**config.mk**
```make
export PLATFORM = sky130hd
export DESIGN_NAME = arb_requester
export DESIGN_NICKNAME = d
export VERILOG_FILES = /design/src/rtl/arb_requester.sv
export SDC_FILE = /design/constraint.sdc
export NUM_CORES = 1
export LEC_CHECK = 0
export BUFFER_PORTS_ARGS = -buffer_cell sky130_fd_sc_hd__buf_2
export CORE_MARGIN = 5
export CORE_UTILIZATION = 55
export CTS_BUF_LIST = sky130_fd_sc_hd__clkbuf_4
export CTS_CLUSTER_DIAMETER = 80
export CTS_CLUSTER_SIZE = 8
export DETAILED_ROUTE_END_ITERATION = 8
export PLACE_DENSITY_LB_ADDON = 0.3
export SLEW_MARGIN = 20
export SYNTH_ARGS = -nofsm -noshare
export SYNTH_HDL_FRONTEND = slang
export SYNTH_SLANG_ARGS = --single-unit
```
**constraint.sdc**
```tcl
create_clock -name clk_i -period 5.71 [get_ports clk_i]
set_clock_uncertainty 0.2 [all_clocks]
set_input_delay 1.142 -clock clk_i [delete_from_list [all_inputs] [get_ports clk_i]]
set_output_delay 1.142 -clock clk_i [all_outputs]
set_load 0.01 [all_outputs]
```
**src/rtl/arb_requester.sv**
```systemverilog
// Burst requester for one round-robin arbiter port: takes a local job, requests the
// shared bus, streams job_data+i beats while granted, and gives up after TIMEOUT cycles.
module arb_requester #(
    parameter int unsigned TIMEOUT = 15
) (
    input  logic       clk_i,
    input  logic       rst_ni,
    input  logic       job_valid_i,
    input  logic [3:0] job_len_i,
    input  logic [7:0] job_data_i,
    output logic       job_ready_o,
    output logic       request_o,
    input  logic       grant_i,
    output logic       bus_valid_o,
    output logic [7:0] bus_data_o,
    output logic       bus_last_o,
    output logic       busy_o,
    output logic       timeout_err_o,
    output logic [1:0] state_o
);

    // Handshake: a job is taken at a rising edge where job_valid_i=1 and job_ready_o=1;
    // a beat moves at a rising edge where bus_valid_o=1 (i.e. XFER and grant_i=1).
    typedef enum logic [1:0] {
        S_IDLE = 2'd0,
        S_REQ  = 2'd1,
        S_XFER = 2'd2,
        S_REL  = 2'd3
    } state_e;

    localparam logic [7:0] WAIT_LAST = 8'(TIMEOUT - 1);

    state_e     state_q, state_d;
    logic [3:0] len_q, len_d;
    logic [7:0] data_q, data_d;
    logic [3:0] beat_q, beat_d;
    logic [7:0] wait_q, wait_d;
    logic       request_q, request_d;
    logic       timeout_err_q, timeout_err_d;
    logic       beat_is_last;

    assign beat_is_last = (beat_q == len_q - 4'd1);

    always_ff @(posedge clk_i or negedge rst_ni) begin
        if (!rst_ni) begin
            state_q       <= S_IDLE;
            len_q         <= 4'd0;
            data_q        <= 8'd0;
            beat_q        <= 4'd0;
            wait_q        <= 8'd0;
            request_q     <= 1'b0;
            timeout_err_q <= 1'b0;
        end else begin
            state_q       <= state_d;
            len_q         <= len_d;
            data_q        <= data_d;
            beat_q        <= beat_d;
            wait_q        <= wait_d;
            request_q     <= request_d;
            timeout_err_q <= timeout_err_d;
        end
    end

    always_comb begin
        state_d       = state_q;
        len_d         = len_q;
        data_d        = data_q;
        beat_d        = beat_q;
        wait_d        = wait_q;
        timeout_err_d = 1'b0;
        case (state_q)
            S_IDLE: begin
                if (job_valid_i) begin
                    state_d = S_REQ;
                    len_d   = (job_len_i == 4'd0) ? 4'd1 : job_len_i;
                    data_d  = job_data_i;
                    beat_d  = 4'd0;
                    wait_d  = 8'd0;
                end
            end
            S_REQ: begin
                // A grant on the final wait cycle still wins over the timeout.
                if (grant_i) begin
                    state_d = S_XFER;
                end else if (wait_q == WAIT_LAST) begin
                    state_d       = S_IDLE;
                    timeout_err_d = 1'b1;
                end else begin
                    wait_d = wait_q + 8'd1;
                end
            end
            S_XFER: begin
                if (grant_i) begin
                    if (beat_is_last) begin
                        state_d = S_REL;
                    end else begin
                        beat_d = beat_q + 4'd1;
                    end
                end
            end
            S_REL: begin
                state_d = S_IDLE;
            end
            default: begin
                state_d = S_IDLE;
            end
        endcase
        request_d = (state_d == S_REQ) || (state_d == S_XFER);
    end

    always_comb begin
        job_ready_o   = (state_q == S_IDLE);
        busy_o        = (state_q != S_IDLE);
        bus_valid_o   = (state_q == S_XFER) && grant_i;
        bus_data_o    = bus_valid_o ? (data_q + {4'd0, beat_q}) : 8'd0;
        bus_last_o    = bus_valid_o && beat_is_last;
        request_o     = request_q;
        timeout_err_o = timeout_err_q;
        state_o       = state_q;
    end

endmodule

```
==> metrics <==
outcome completed; Main synth FF type dfrtp_1; drt drc 0; Worst R2R Setup Slack 3690 ps; worst vdd ir 0.218 mV; Antenna Nets Post-Route 0; internal power 454 uW; Worst R2R Start state_o[1]; average instance area after synthesis 8.79 sq um; Tmin final 3680 ps; Switching Share 43.1%; Seq pwr share 42.1%; IO Pins 32; row cnt 20; Clock Root Buffer clkbuf_4; Die ar. 4280 sq um; PortBufs 31; final cell count without fillers 255; routed len/inst 13.3 um; Cells after DPL 252; Hold-fix buffers, CTS 0; post-synthesis sequential area ratio 41.5%; CTS Buf Count 3; antenna violations before repair 0; Post-DP HPWL 2.59 mm; H-tree Lvls 1; pwr dens 419 nW/um^2; # setup viols final 0; CTS tree built; Data arrival, critical path 2340 ps; syn nets 217; grt ovf 0; Critical R2R Capture wait_q[3]; Hold Path End data_q[2]; HP Class register to register; Syn Inst Count 192; DRT Pass-1 Iters 4; Worst Hold Launch data_q[2]; via count 1,401; Post-Syn Area 1690 sq um; crit path max fanout 12; RSZ-0062 raised after global routing no; library cells used by synthesis 38; most frequent cells in the layout 45 x nand2_1, 31 x buf_2, 28 x dfrtp_1; share of layout cells above drive strength 1 18.0%; commonest non-fill, non-tap cell in the layout nand2_1; Worst Hold Depth 2; clock-pin slew on the worst setup and hold paths 140 ps; Final Max Slew Viols 0; ys async rst share 100%; Hold Slack 306 ps; pin slew with the least headroom to its limit 621 ps; Total GRT Usage 17.4%; postcts setup bufs 0; Post-Route Setup TNS 0 ps; Rel. slew slack 58.6%; post-synth top area share 41.5%; synthesis-to-layout area growth 12.6%; R2R cell count 4; yosys warns 0; diode count 0; post-CTS sizing 0; FF+latch count, synth 28; logic gate share of total power between 40% and 50%; CTS Sinks 28; Total Power 797 uW; Net Switching about 340 uW; clock power share approximately a tenth; largest net degree at the start of global routing 29; vias in the first global route 1,358; worst skew pair latency 310 ps; RePlAce Congestion 0.780; Final Hold Viols 0; final WL around 3.4 mm; # nets final ~250; drt first-iter violations 43; Max-cap violations 0; first-pass GRT wire length 5.87 mm; clk buf depth 2; Crit Path Class primary input to primary output; Final period util 64.4%; main area contributors after synthesis dfrtp_1 42%, nand2_1 10%, ha_1 5.9%, xnor2_1 4.7%, nand3_1 3.0%; Startpoint Class primary input; Req. time, crit path 4370 ps; Worst setup EP type primary output; Via-to-Cell Ratio 5.49; Core Area 3000 sq um; chip width 65.4 um; EDFF count, synth 0; Synth area leader dfrtp_1; LEAKAGE 0.000980 uW; top achievable clock speed 0.272 GHz; Die Ht 65.4 um; Initial Util 56.2%
==> flip-flops by register name, indices dropped and copies added, names as in the netlist <==
name           cells
wait_q             8
len_q              4
request_o          1
beat_q             4
timeout_err_o      1
data_q             8
state_o            2
==> per-layer routing <==
| layer | global-route usage [%] | routed length, um | up-vias |
|---|---|---|---|
| met5 | 0 | 0 | - |
| met4 | 3.37 | 29 | 0 |
| met3 | 2.56 | 124 | 4 |
| met2 | 30.3 | 1650 | 29 |
| met1 | 22.8 | 1580 | 647 |
| li1 | - | - | 721 |
==> synthesized netlist by cell type (2+ instances only) <==
| master | count |
|---|---|
| and2_1 | 5 |
| or4_1 | 3 |
| nand3_1 | 10 |
| xor2_1 | 4 |
| a31oi_1 | 2 |
| a21oi_1 | 6 |
| clkbuf_1 | 4 |
| and3_1 | 2 |
| mux2i_1 | 3 |
| dfrtp_1 | 28 |
| xnor2_1 | 9 |
| nor3b_1 | 2 |
| nor4_1 | 3 |
| o211ai_1 | 3 |
| o21ai_0 | 10 |
| nand3b_1 | 2 |
| nor3_1 | 6 |
| nand2b_1 | 3 |
| a21o_1 | 2 |
| nor2_1 | 8 |
| nand2_1 | 45 |
| inv_1 | 9 |
| ha_1 | 8 |
==> power groups by stage <==
stage / Sequential, uW / Combinational (uW) / Clock (uW)
floorplan: 323 / 285 / 0
global placement: 336 / 377 / 0
detailed placement: 339 / 388 / 0
CTS: 335 / 389 / 81.0
global route: 345 / 442 / 89.5
finish: 336 / 384 / 77.7
==> final cells by class <==
cell class / instances / area, sq um
Tap cell: 33 / 41.3
Fill cell: 282 / 1100
Inverter: 9 / 33.8
Sequential cell: 28 / 701
Multi-Input combinational cell: 150 / 940
Timing Repair Buffer: 32 / 163
Clock buffer: 3 / 22.5
==> worst max-delay path: stages <==
cell,delay (ps)
buf_2,100
nand3b_1,320
nor4_1,550
buf_2,220
==> through the flow <==
stage	instance area [sq um]	util, %	worst slack [ps]
global placement	1880	62.5	2110
global route	1900	63.3	1880
finish	1900	63.3	2030
floorplan	1690	-	2480
detailed placement	1880	62.5	2030
CTS	1900	63.3	2030
==> worst max-delay path by stage <==
stage / to / startpoint / cells after the start
after floorplan: bus_data_o[7] / grant_i / 5
after global placement: bus_data_o[7] / grant_i / 6
after detailed placement: bus_last_o / grant_i / 4
after CTS: bus_last_o / grant_i / 4
after global routing: bus_data_o[6] / beat_q[0] / 7
final: bus_last_o / grant_i / 4
==> logic make-up after synthesis <==
kind of cell               Yosys count  share of synthesized area, %
DFF                                 28                          41.5
adders and majority gates            9                          7.12
xor gates and xnor gates            14                          8.08
and+or+nand+nor                     97                          28.1
buffers and inverters               14                          3.11
muxes                                3                          1.78
AOI/OAI and AO/OA                   27                          10.3
(Power assumes the default switching activity.)
